## src/rtl/sprite_compositor.sv

```systemverilog
// sprite_compositor: priority-composites NSPR sprites through a palette into a 2-stage RGB pipeline,
// and reports per-sprite overlap flags for the previous completed frame.
module sprite_compositor #(
  parameter int NSPR = 4,
  parameter int CIDXW = 3,
  parameter int COLRW = 12,
  parameter logic [COLRW-1:0] BG_COLOR = '0
) (
  input  logic                   clk,
  input  logic                   rst,
  input  logic                   frame,
  input  logic                   bright,
  input  logic [NSPR-1:0]        spr_drawing,
  input  logic [NSPR*CIDXW-1:0]  spr_pix,
  input  logic                   pal_we,
  input  logic [CIDXW-1:0]       pal_addr,
  input  logic [COLRW-1:0]       pal_data,
  output logic [COLRW-1:0]       rgb,
  output logic                   rgb_valid,
  output logic [NSPR-1:0]        collision,
  output logic                   collision_any
);
  localparam int NPAL = 1 << CIDXW;
  logic [NSPR-1:0]  opaque;
  logic [CIDXW-1:0] win_idx;
  logic             multi;
  logic             s1_bright_q;
  logic             s1_hit_q;
  logic [CIDXW-1:0] s1_idx_q;
  logic [COLRW-1:0] rgb_q;
  logic [COLRW-1:0] rgb_d;
  logic             rgb_valid_q;
  logic [NSPR-1:0]  acc_q;
  logic [NSPR-1:0]  acc_d;
  logic [NSPR-1:0]  col_q;
  logic [COLRW-1:0] pal_q [NPAL];
  for (genvar g = 0; g < NSPR; g++) begin : g_opq
    assign opaque[g] = spr_drawing[g] && (spr_pix[g*CIDXW +: CIDXW] != '0);
  end
  // Scan from the top so the lowest-numbered opaque sprite is the last to overwrite.
  always_comb begin
    win_idx = '0;
    for (int i = NSPR - 1; i >= 0; i--)
      if (opaque[i]) win_idx = spr_pix[i*CIDXW +: CIDXW];
  end
  // Clearing the lowest set bit leaves something only if two or more sprites are opaque.
  assign multi = |(opaque & (opaque - NSPR'(1)));
  assign acc_d = acc_q | ((bright && multi) ? opaque : '0);
  assign rgb_d = !s1_bright_q ? '0 : s1_hit_q ? pal_q[s1_idx_q] : BG_COLOR;
  always_ff @(posedge clk) begin
    if (!rst) begin
      s1_bright_q <= 1'b0;
      s1_hit_q    <= 1'b0;
      s1_idx_q    <= '0;
      rgb_q       <= '0;
      rgb_valid_q <= 1'b0;
      acc_q       <= '0;
      col_q       <= '0;
      for (int i = 0; i < NPAL; i++) pal_q[i] <= '0;
    end else begin
      s1_bright_q <= bright;
      s1_hit_q    <= |opaque;
      s1_idx_q    <= win_idx;
      rgb_q       <= rgb_d;
      rgb_valid_q <= s1_bright_q;
      acc_q       <= frame ? '0 : acc_d;
      if (frame) col_q <= acc_d;
      if (pal_we) pal_q[pal_addr] <= pal_data;
    end
  end
  assign rgb           = rgb_q;
  assign rgb_valid     = rgb_valid_q;
  assign collision     = col_q;
  assign collision_any = |col_q;
endmodule

```

## config.mk

```make
export PLATFORM = sky130hd
export DESIGN_NAME = sprite_compositor
export DESIGN_NICKNAME = d
export VERILOG_FILES = /design/src/rtl/sprite_compositor.sv
export SDC_FILE = /design/constraint.sdc
export NUM_CORES = 1
export LEC_CHECK = 0
export ABC_CLOCK_PERIOD_IN_PS = 4450
export CORE_UTILIZATION = 40
export CTS_BUF_LIST = sky130_fd_sc_hd__clkbuf_8
export CTS_CLUSTER_DIAMETER = 50
export DETAILED_ROUTE_END_ITERATION = 7
export GPL_ROUTABILITY_DRIVEN = 0
export PLACE_DENSITY = 0.61
export SETUP_SLACK_MARGIN = 0.05
export SLEW_MARGIN = 25
export SYNTH_ARGS = -nofsm -noshare
export SYNTH_HDL_FRONTEND = slang
export SYNTH_SLANG_ARGS = --single-unit
```

## constraint.sdc

```tcl
create_clock -name clk -period 4.45 [get_ports clk]
set_input_delay 0.89 -clock clk [delete_from_list [all_inputs] [get_ports clk]]
set_output_delay 0.89 -clock clk [all_outputs]
set_load 0.03 [all_outputs]
```

# Word-level counts from Yosys, hierarchy flattened
# Memory sizes are Yosys's and may differ from the RTL's. A register that Yosys moved wholly into a read port is not among the register bits.
# Index checks and enable logic that the tools add are counted.
dict set report totals {
  regBits 14
  latch_bits 0
  ram_bits 96
  rom_bits 0
  input_bits 36
  output_inout_bits 18
  word_cells 39
  memories 1
}
# name depth width read_ports rd_clocked_by_memory_dff wr line_no
set mem_list {}
lappend mem_list {pal_q 8 12 1 1 8 36} ;# logic [COLRW-1:0] pal_q [NPAL];
dict set report classes {
  n_addsub 1
  multipliers 0
  div 0
  order_cmp 0
  eq_ne 0
  shifts 0
  n_mux 12
  bitwise 3
  reduce_logical 16
}
# op count
set op_table {}
lappend op_table {{3-bit two-way mux} 5}
lappend op_table {{12-bit two-way mux} 1}
lappend op_table {{3-bit nonzero test} 4}
lappend op_table {{12-bit OR reduction} 1}
lappend op_table {{4-bit OR reduction} 3}
lappend op_table {{1-bit logical AND} 5}
lappend op_table {{1-bit two-way mux} 5}
lappend op_table {{4-bit AND} 1}
lappend op_table {{4-bit two-way mux} 1}
lappend op_table {{4-bit bitwise OR} 1}
lappend op_table {{4-bit by 1-bit subtractor with 4-bit output, second input constant} 1}
lappend op_table {{3-bit AND reduction} 1}
lappend op_table {{2-bit OR reduction} 1}
lappend op_table {{1-bit zero test} 1}
lappend op_table {{1-bit NOT} 1}

# Longest topological paths before layout
dict set report depth {
  ltp_word 8
  ltp_mapped 5
  ltp_nobuf 3
}

# Least setup slack after synthesis
# Ideal clock, no wire load.
dict set report synth_path {
  path_kind {input port to flip-flop}
  startpoint {input pal_addr[1]}
  endpoint {memory pal_q[1][0] (enable)}
  setup_ps 398
  arrival_time_ps 2074
  required_ps 4052
  setup_slack_ps 1978
  stages 2
  n_path_buf 0
  path_cell_list {nand3b_2 o21ai_0}
}
# item line_no
set synth_rtl {}
lappend synth_rtl {{start, declared} 16} ;# input logic [CIDXW-1:0] pal_addr,
lappend synth_rtl {{end, declared} 36}

# Worst setup path in the final report
dict set report layout_path {
  startpoint {register col_q[3], in the netlist collision[3]}
  endpoint {output collision_any}
}
dict set report layout_via {
  elab_chain_len 1
}
# item line_no
set layout_lines {}
lappend layout_lines {{start, declared} 35} ;# logic [NSPR-1:0] col_q;
lappend layout_lines {{start signal, assigned} 58} ;# col_q <= '0;
lappend layout_lines {{start signal, assigned} 67} ;# if (frame) col_q <= acc_d;
lappend layout_lines {{4-bit OR reduction} 74} ;# assign collision_any = |col_q;
lappend layout_lines {{end, declared} 21} ;# output logic collision_any
# Every way passes these cells.

==> results by group <==
Status
  • Run status: completed

Final layout
  • # nets final: around 460
  • Area Overhead vs Synth: 22.7%
  • # diodes: 0
  • Share of layout cells above drive strength 1: around 15%
  • Layout fillers: 1150

Timing
  • Post-layout min period: around 2.8 ns
  • Final setup viols: 0
  • RSZ-0062 raised after global routing: false
  • Final period util: about three fifths
  • Hold Fails Final Rpt: 0
  • Final TNS setup: 0 ns
  • Fmax: approximately 360 MHz
  • Slew Viols, Final: 0
  • Actual slew at the worst max-slew pin: 0.987 ns
  • Layout Skew: roughly 0.0074 ns
  • Slew headroom: 33.9%

Power and ir drop
  • Pwr per Cell Area: 412 nW/µm²
  • Highest ir drop seen on vdd: about 160 µV
  • Pwr Total: 2.66 mW
  • Leak: 2.26 nW

Min path
  • Class of the worst hold path: flop to flop
  • HP Start: acc_q[0]$_SDFF_PP0_
  • Hold path endpoint: acc_q[0]$_SDFF_PP0_
  • Worst hold path depth: 2

Floorplan
  • Site row count: 41
  • IO Pins: between 50 and 60
  • Die area: around 14000 µm²
  • CORE AREA: 12700 µm²
  • Die Wd: 117 µm
  • Die Y: 117 µm
  • Starting density of the core: 41.4%

Placement
  • DP Wirelength: 7.75 mm
  • PortBufs: 53

Setup path
  • Crit path largest cell delay: approximately 0.60 ns
  • Kind of critical path: flop to primary output
  • CP max stage cell: clkdlybuf4s50_1
  • RR Endpoint: rgb[4]$_SDFF_PN0_
  • Delay-heaviest family, CP: buffers and inverters
  • Worst Reg-to-Reg Cells: 4
  • Reg2Reg Setup Slack: 2.68 ns
  • Worst-path cell chain: or4_1, clkdlybuf4s50_1
  • WP buf/inv: 1
  • CP endpoint kind: primary output
  • Crit path depth: 2
  • Worst Path Arrival: 1.87 ns
  • Worst Path Required: 3.56 ns
  • Kind of start point of the critical path: flop
  • Crit Path Max Fanout: 3
  • Reg2reg start: s1_idx_q[0]$_SDFF_PN0_

GRT
  • GRT Total Usage: 19.7%
  • Gr ovfl total: 0
  • First-pass GRT wire length: 18.7 mm
  • Initial antenna violation count: 0
  • Largest net degree at the start of global routing: 25
  • Via count of the first global-routing pass: between 3000 and 4000

CTS
  • CTS Hold Bufs: 0
  • Clk Latency, worst-skew pair: 0.43 ns
  • CTS root buf: clkbuf_8
  • CTS max path bufs: 2
  • CTS tree: built
  • Clock sink total: 122
  • TritonCTS Buffers: 17
  • CTS H-tree lvls: 4
  • Clock transition at path regs: 0.07 ns
  • CTS resizes: 0
  • Post-CTS Setup Inserts: 0

Synthesis
  • Flops & latches, synth: 122
  • Netlist Area Pre-Place: 5270 µm²
  • Number of synthesized flops with an enable pin: 96
  • Synth Net Count: 392
  • Yosys warns: 0
  • Netlist cell types: 31
  • Syn Inst Count: 356
  • Avg Cell Area, Syn: 14.8 µm²
  • Seq/Total Area, Yosys: about 65%
  • Synth async-reset ratio: 0%
  • Ys flop type: edfxtp_1

Routing
  • DR pass1 iterations: 4
  • Violation count after the first detailed-route iteration: roughly 320
  • Wire per inst: just under 20 µm
  • Vias: 3140
  • # DRC: 0
  • Via density: around 5
  • Routed WL: 12.0 mm
  • Number of routed nets with antenna violations: 0

Flow run
  • Max-cap violations: 0
==> placed cells by master, fill, tap and decap left out, drive strengths merged <==
cell,instances
nand2b,5
a21oi,4
nand3,4
o21ai,15
o31ai,3
clkdlybuf4s50,53
o41a,1
dfxtp,26
nor3,2
nand3b,1
o311ai,4
mux2i,12
o31a,4
inv,8
clkbuf,18
o211ai,3
edfxtp,96
bufinv,5
a311oi,3
nand2,2
buf,17
clkinv,5
or4,1
nor2,18
and2,101
mux4,24
a31oi,4
==> logic make-up after synthesis <==
kind of cell	synth area share, %
and+or+nand+nor	15.0
DFF	64.6
AOI/OAI and AO/OA	5.18
muxes	12.8
buffers and inverters	2.42
==> worst max-delay path by stage <==
stage	from	to	slack, ns
floorplan	pal_addr[1]	pal_q[1][0]$_SDFFCE_PN0P_	1.98
global placement	rst	pal_q[0][10]$_SDFFCE_PN0P_	1.39
detailed placement	rst	pal_q[0][6]$_SDFFCE_PN0P_	1.35
CTS	collision[3]$_SDFFE_PN0P_	collision_any	1.66
global route	collision[3]$_SDFFE_PN0P_	collision_any	1.64
finish	collision[3]$_SDFFE_PN0P_	collision_any	1.69
==> metrics by stage <==
stage / area [µm²] / worst slack (ns) / std cells / util [%] / hold slack, ns
global route: 6460 / 1.64 / 611 / 50.8 / 0.477
detailed placement: 6030 / 1.35 / 579 / 47.4 / 0.452
global placement: 6030 / 1.39 / 579 / 47.4 / 0.441
floorplan: 5270 / 1.98 / 356 / - / 0.433
CTS: 6460 / 1.66 / 611 / 50.8 / 0.462
finish: 6460 / 1.69 / 611 / 50.8 / 0.458
==> where the power goes <==
part           total (mW)  internal (mW)  switching (mW)
combinational       0.250          0.124           0.127
clock                1.09          0.667           0.425
sequential           1.32           1.29          0.0267
==> state kept, by name, summed over array words and instances, names as in the netlist <==
| name | flops |
|---|---|
| pal_q | 96 |
| s1_hit_q | 1 |
| rgb_valid | 1 |
| collision | 4 |
| s1_idx_q | 3 |
| rgb | 12 |
| s1_bright_q | 1 |
| acc_q | 4 |
==> area by class of cell <==
class	instances	area [µm²]	area share, %
clock buffer	18	248	3.83
clock inverter	14	188	2.90
inverter	4	15.0	0.232
multi-input combinational	211	1740	26.9
sequential	122	3400	52.7
tap	172	215	3.33
timing repair buffer	70	658	10.2
==> cells in the mapped netlist (2+ instances only) <==
master | count | area share [%]
buf_2 | 3 | 0.28
o31a_1 | 4 | 0.67
edfxtp_1 | 96 | 55
o311ai_1 | 4 | 0.67
a31oi_1 | 4 | 0.47
mux2i_1 | 12 | 2.3
and2_1 | 101 | 12
nand2b_1 | 5 | 0.59
o31ai_1 | 3 | 0.43
nand3_1 | 3 | 0.28
clkbuf_2 | 2 | 0.19
nor3_1 | 2 | 0.19
mux4_1 | 3 | 1.5
nor2_1 | 18 | 1.3
clkbuf_1 | 10 | 0.71
o211ai_1 | 3 | 0.43
nand2_1 | 2 | 0.14
a21oi_1 | 4 | 0.38
inv_1 | 4 | 0.28
dfxtp_1 | 26 | 9.9
o21ai_0 | 15 | 1.4
a311oi_1 | 3 | 0.50
mux4_2 | 21 | 9.0
==> layer usage <==
layer	routed length (µm)	up-vias	share of wire, %	track usage (%)
met1	5320	1571	44	25.5
met2	6030	91	50	33.2
met4	129	0	1.1	7.09
met5	0	-	0	0
met3	540	9	4.5	3.89
li1	-	1469	-	-
==> worst register-to-register path: stages, from the launching register on <==
cell and delay, ns:
dfxtp_1 0.31, buf_4 0.43, mux4_1 0.63, mux2i_1 0.20, nor2_1 0.07
Note: power is estimated with default switching activity, not from simulation.
